===== src/rtl/cdc_pkg.sv =====
`default_nettype none
// ============================================================================
//  Module      : cdc_pkg
//  Description : Shared types and constants for the req/ack clock-domain
//                crossing blocks (receiver FSM states, synchronizer depth).
//  Revision    : 1.0  initial release
// ============================================================================
package cdc_pkg;

    // Receiver FSM states.
    typedef enum logic [1:0] {
        RX_IDLE  = 2'd0,
        RX_VALID = 2'd1,
        RX_ACK   = 2'd2
    } rx_state_e;

    // Fewer than two flops does not give metastability time to resolve.
    localparam int CDC_MIN_SYNC_STAGES = 2;

endpackage : cdc_pkg
`default_nettype wire


===== src/rtl/cdc_sync.sv =====
`default_nettype none
// ============================================================================
//  Module      : cdc_sync
//  Description : N-flop level synchronizer with asynchronous active-low
//                reset. Every stage resets to 0.
//  Revision    : 1.0  initial release
// ============================================================================
module cdc_sync #(
    parameter int W      = 1,
    parameter int STAGES = 2
) (
    input  logic         clk_i,
    input  logic         rst_ni,
    input  logic [W-1:0] d_i,
    output logic [W-1:0] q_o
);

    // Stage 0 is the metastable capture flop; stage STAGES-1 is the output.
    logic [STAGES-1:0][W-1:0] r_q;

    // Shift the asynchronous level through the flop chain.
    always_ff @(posedge clk_i or negedge rst_ni) begin
        if (!rst_ni) begin
            r_q <= '0;
        end else begin
            r_q <= {r_q[STAGES-2:0], d_i};
        end
    end

    assign q_o = r_q[STAGES-1];

endmodule : cdc_sync
`default_nettype wire


===== src/rtl/cdc_handshake_rx.sv =====
`default_nettype none
// ============================================================================
//  Module      : cdc_handshake_rx
//  Description : Receiving endpoint of a four-phase req/ack crossing. The
//                request level is synchronized, the quasi-static data bus is
//                captured once per request, offered locally via valid/ready,
//                and a flop-driven acknowledge level is returned.
//  Revision    : 1.0  initial release
// ============================================================================
module cdc_handshake_rx
    import cdc_pkg::*;
#(
    parameter int W           = 8,
    parameter int SYNC_STAGES = 2
) (
    input  logic         clk_i,
    input  logic         rst_ni,
    input  logic         req_async_i,
    input  logic [W-1:0] data_async_i,
    output logic [W-1:0] data_o,
    output logic         valid_o,
    input  logic         ready_i,
    output logic         ack_o,
    output logic         busy_o
);

    localparam logic [1:0] c_ST_IDLE  = RX_IDLE;
    localparam logic [1:0] c_ST_VALID = RX_VALID;
    localparam logic [1:0] c_ST_ACK   = RX_ACK;

    // Refuse to build a synchronizer too short to be safe.
    generate
        if (SYNC_STAGES < CDC_MIN_SYNC_STAGES) begin : g_bad_sync_stages
            $error("cdc_handshake_rx: SYNC_STAGES must be at least %0d", CDC_MIN_SYNC_STAGES);
        end
    endgenerate

    logic         w_req_sync;
    logic [1:0]   r_state;
    logic [1:0]   w_state_next;
    logic         w_capture;
    logic [W-1:0] r_data;
    logic         r_valid;
    logic         r_ack;
    logic         r_busy;

    cdc_sync #(
        .W      (1),
        .STAGES (SYNC_STAGES)
    ) u_req_sync (
        .clk_i  (clk_i),
        .rst_ni (rst_ni),
        .d_i    (req_async_i),
        .q_o    (w_req_sync)
    );

    // Next-state logic; capture happens only on the IDLE->VALID transition,
    // so the data bus is sampled once per request while it is guaranteed stable.
    always_comb begin
        w_state_next = r_state;
        w_capture    = 1'b0;
        case (r_state)
            c_ST_IDLE: begin
                if (w_req_sync) begin
                    w_state_next = c_ST_VALID;
                    w_capture    = 1'b1;
                end
            end
            c_ST_VALID: begin
                if (ready_i) begin
                    w_state_next = c_ST_ACK;
                end
            end
            c_ST_ACK: begin
                // Wait for the sender to drop req before a new capture is allowed.
                if (!w_req_sync) begin
                    w_state_next = c_ST_IDLE;
                end
            end
            default: begin
                w_state_next = c_ST_IDLE;
            end
        endcase
    end

    // State register plus flop-registered decodes so no output is combinational.
    always_ff @(posedge clk_i or negedge rst_ni) begin
        if (!rst_ni) begin
            r_state <= c_ST_IDLE;
            r_valid <= 1'b0;
            r_ack   <= 1'b0;
            r_busy  <= 1'b0;
        end else begin
            r_state <= w_state_next;
            r_valid <= (w_state_next == c_ST_VALID);
            r_ack   <= (w_state_next == c_ST_ACK);
            r_busy  <= (w_state_next != c_ST_IDLE);
        end
    end

    // Data holding register, loaded only on capture.
    always_ff @(posedge clk_i or negedge rst_ni) begin
        if (!rst_ni) begin
            r_data <= '0;
        end else if (w_capture) begin
            r_data <= data_async_i;
        end
    end

    assign data_o  = r_data;
    assign valid_o = r_valid;
    assign ack_o   = r_ack;
    assign busy_o  = r_busy;

endmodule : cdc_handshake_rx
`default_nettype wire

===== config.mk =====
export PLATFORM = sky130hd
export DESIGN_NAME = cdc_handshake_rx
export DESIGN_NICKNAME = d
export VERILOG_FILES = /design/src/rtl/cdc_pkg.sv /design/src/rtl/cdc_sync.sv /design/src/rtl/cdc_handshake_rx.sv
export SDC_FILE = /design/constraint.sdc
export NUM_CORES = 1
export LEC_CHECK = 0
export CORE_MARGIN = 5
export CORE_UTILIZATION = 39
export CTS_CLUSTER_DIAMETER = 150
export CTS_CLUSTER_SIZE = 8
export DETAILED_ROUTE_END_ITERATION = 8
export HOLD_SLACK_MARGIN = 0.06
export PLACE_DENSITY = 0.75
export SYNTH_ARGS = -nofsm -noshare
export SYNTH_HDL_FRONTEND = slang
export SYNTH_SLANG_ARGS = --single-unit

===== constraint.sdc =====
create_clock -name clk_i -period 1.52 [get_ports clk_i]
set_clock_uncertainty 0.05 [all_clocks]
set_input_delay 0.38 -clock clk_i [delete_from_list [all_inputs] [get_ports clk_i]]
set_output_delay 0.38 -clock clk_i [all_outputs]
set_load 0.05 [all_outputs]

==> flow_results.xml <==
<?xml version="1.0" encoding="UTF-8"?>
<metrics>
  <group name="outcome">
    <metric name="outcome" unit="">complete, no violations</metric>
  </group>
  <group name="cts">
    <metric name="clockRootBuffer" unit="">clkbuf_4</metric>
    <metric name="post-cts-setup-buffers" unit="">0</metric>
    <metric name="cts-resized-gates" unit="">0</metric>
    <metric name="clock_sinks" unit="">15</metric>
    <metric name="cts_inserted_buffers" unit="">3</metric>
    <metric name="tritoncts" unit="">yes</metric>
    <metric name="htree_levels" unit="">1</metric>
    <metric name="clk_path_buf_depth" unit="">2</metric>
    <metric name="cts-hold-fix-buffers" unit="">0</metric>
    <metric name="clkLatencyLatePin" unit="ns">0.27</metric>
    <metric name="clk_pin_slew_worst_paths" unit="ns">0.08</metric>
  </group>
  <group name="finish">
    <metric name="leading_cell_types_in_the_layout_fill_and_taps_excluded" unit="">dfrtp_1 (15), clkdlybuf4s50_1 (11), buf_12 (11), mux2_2 (8)</metric>
    <metric name="number_of_diodes" unit="">0</metric>
    <metric name="synth_to_layout_area_growth" unit="%">71.3</metric>
    <metric name="layout-drive-gt1-share" unit="%">39.3</metric>
    <metric name="utilization" unit="%">70.7</metric>
    <metric name="fillers" unit="">96</metric>
    <metric name="mostFrequentLayoutCell" unit="">dfrtp_1</metric>
    <metric name="design.final.nets" unit="">74</metric>
    <metric name="finish.instance_area" unit="µm²">920</metric>
  </group>
  <group name="global_route">
    <metric name="grt.total_usage" unit="%">11.2</metric>
    <metric name="use_met1" unit="%">12.2</metric>
    <metric name="grt_max_degree" unit="">16</metric>
    <metric name="grt_busiest_layer" unit="">met2</metric>
    <metric name="number_of_global_route_vias_before_repair" unit="">396</metric>
    <metric name="gr-usage-met2" unit="%">21.1</metric>
    <metric name="first_pass_grt_wire_length" unit="µm">1690</metric>
    <metric name="grt_util_met3" unit="%">2.68</metric>
    <metric name="grt-ovfl-total" unit="">0</metric>
    <metric name="number_of_antenna_violations_at_the_first_check_in_global_routing" unit="">0</metric>
  </group>
  <group name="critical_path">
    <metric name="timing_worst_setup_path_type" unit="">flop to flop</metric>
    <metric name="worst_r2r_path_depth" unit="">2</metric>
    <metric name="sort_of_element_at_the_start_of_the_critical_path" unit="">flop</metric>
    <metric name="cp_data_arrival_time" unit="ns">1.55</metric>
    <metric name="critPathMaxFanout" unit="">8</metric>
    <metric name="critPathCaptureType" unit="">flop</metric>
    <metric name="timing.reg2reg.setup_slack" unit="ns">0.07</metric>
    <metric name="critical_path.endpoint" unit="">data_o[1]$_DFFE_PN0P_</metric>
    <metric name="critical_path_required_time" unit="ns">1.63</metric>
    <metric name="regToRegStartpoint" unit="">r_state[0]$_DFF_PN0_</metric>
    <metric name="worstReg2RegEnd" unit="">data_o[1]$_DFFE_PN0P_</metric>
    <metric name="critPathLaunch" unit="">r_state[0]$_DFF_PN0_</metric>
  </group>
  <group name="logic_synthesis">
    <metric name="synthCells" unit="">34</metric>
    <metric name="synth_nets" unit="">46</metric>
    <metric name="synth_area_leaders" unit="">dfrtp_1 (70%), mux2_2 (17%), nor3b_4 (3.5%)</metric>
    <metric name="netlist.top_cell.by_area" unit="">dfrtp_1</metric>
    <metric name="yosys.cell_types.count" unit="">8</metric>
    <metric name="synth_top_area_share" unit="%">69.9</metric>
    <metric name="yosysWarnings" unit="">0</metric>
    <metric name="synth.avg_cell_area" unit="µm²">15.8</metric>
    <metric name="mappedNetlistArea" unit="µm²">537</metric>
    <metric name="synth.ff_latch_count" unit="">15</metric>
    <metric name="ys_seq_area_share" unit="%">69.9</metric>
  </group>
  <group name="min_path">
    <metric name="hold-path-cell-count" unit="">0</metric>
    <metric name="hold_path_class" unit="">flop to flop</metric>
  </group>
  <group name="detailed_routing">
    <metric name="number_of_search_and_repair_iterations_in_the_first_detailed_routing_pass" unit="">1</metric>
    <metric name="route.vias.total" unit="">372</metric>
    <metric name="antenna_violating_nets_post_route" unit="">0</metric>
    <metric name="finalWirelength" unit="µm">1070</metric>
    <metric name="drc" unit="">0</metric>
    <metric name="routed_via_density" unit="">4.89</metric>
    <metric name="drt_iter0_markers" unit="">0</metric>
    <metric name="avgRoutedWirePerCell" unit="µm">14.1</metric>
  </group>
  <group name="die">
    <metric name="die_width" unit="µm">47.1</metric>
    <metric name="floorplan.initialDensity" unit="%">41.3</metric>
    <metric name="die_area" unit="µm²">2220</metric>
    <metric name="io_pins" unit="">23</metric>
    <metric name="die_h" unit="µm">47.1</metric>
    <metric name="row_count" unit="">13</metric>
    <metric name="core-area" unit="µm²">1300</metric>
  </group>
  <group name="sta">
    <metric name="slew_viol_final" unit="">0</metric>
    <metric name="tightestPinTransition" unit="ns">0.442</metric>
    <metric name="final.min_clock_period" unit="ns">1.45</metric>
    <metric name="final.setup.worst_slack" unit="ns">0.0734</metric>
    <metric name="grt_setup_unrepaired" unit="">false</metric>
    <metric name="maxSlewHeadroom" unit="%">70.5</metric>
    <metric name="report.final.hold_viol_count" unit="">0</metric>
    <metric name="setup-violations-final" unit="">0</metric>
    <metric name="setup_total_negative_slack" unit="ns">0</metric>
    <metric name="layout_worst_path_cycle_share" unit="%">95.2</metric>
    <metric name="clock.fmax" unit="GHz">0.691</metric>
  </group>
  <group name="power">
    <metric name="ir_drop" unit="mV">1.08</metric>
    <metric name="leakage" unit="nW">0.400</metric>
    <metric name="post-layout-total-power" unit="W">0.00240</metric>
    <metric name="p_per_area" unit="nW/µm²">2610</metric>
  </group>
  <group name="placed_design">
    <metric name="placedInstanceArea" unit="µm²">893</metric>
    <metric name="dp_hpwl" unit="µm">908</metric>
    <metric name="place_worst_setup_slack" unit="ns">0.0612</metric>
    <metric name="finalWeightedCongestion" unit="">0.772</metric>
    <metric name="io_buffer_count" unit="">22</metric>
  </group>
  <group name="job">
    <metric name="max_cap_check_violation_count" unit="">0</metric>
  </group>
</metrics>
-- worst max-delay path, cell delays in order (launching register included) --
cell and delay [ns]:
dfrtp_1 0.45, nor3b_4 0.44, mux2_2 0.40
-- final cells by class --
| cell class | instances | area, µm² | area share [%] |
|---|---|---|---|
| Multi-Input combinational cell | 17 | 154 | 16.7 |
| Tap cell | 15 | 18.8 | 2.04 |
| Timing Repair Buffer | 23 | 338 | 36.7 |
| Sequential cell | 15 | 375 | 40.8 |
| Inverter | 2 | 7.51 | 0.816 |
| Clock buffer | 4 | 26.3 | 2.86 |
-- layer usage --
layer  wire length [µm]  vias up  part of all wire [%]
li1                   -      171                     -
met1                357      186                    33
met2                603       13                    56
met3                108        2                    10
met4                  4        0                  0.37
met5                  0        -                     0
-- worst min-delay path by stage --
stage,startpoint,end,slack (ns)
after floorplan,rst_ni,ack_o$_DFF_PN0_,0.03
after global placement,u_req_sync.r_q[0]$_DFF_PN0_,u_req_sync.q_o$_DFF_PN0_,0.29
after detailed placement,u_req_sync.r_q[0]$_DFF_PN0_,u_req_sync.q_o$_DFF_PN0_,0.30
after CTS,u_req_sync.r_q[0]$_DFF_PN0_,u_req_sync.q_o$_DFF_PN0_,0.32
after global routing,u_req_sync.r_q[0]$_DFF_PN0_,u_req_sync.q_o$_DFF_PN0_,0.34
final,u_req_sync.r_q[0]$_DFF_PN0_,u_req_sync.q_o$_DFF_PN0_,0.32
-- flip-flops by register name, indices dropped and copies added (netlist names) --
signal	count
u_req_sync.r_q	1
r_state	2
busy_o	1
valid_o	1
u_req_sync.q_o	1
data_o	8
ack_o	1
-- Yosys cell counts --
library cell	number
nor3b_4	1
inv_1	2
dfrtp_1	15
a21oi_1	2
nand2b_1	2
nand3b_1	1
mux2_2	8
o21ai_0	3
-- per-stage QoR --
step                      instances  hold slack, ns
after floorplan                  34          0.0344
after global placement           72           0.286
after detailed placement         72           0.304
after CTS                        76           0.323
after global routing             76           0.337
final                            76           0.324
-- where the power goes --
| part | switching [W] | internal [W] | total [W] |
|---|---|---|---|
| Sequential | 0.000191 | 0.000575 | 0.000766 |
| Combinational | 0.000693 | 0.000729 | 0.00142 |
| Clock | 0.000108 | 0.000101 | 0.000209 |
-- kinds of logic after synthesis --
logic type / synth area share [%]
compound gates: 4.66
flops: 69.9
simple gates: 7.23
buf+inv: 1.40
mux: 16.8
(Power assumes the default switching activity.)
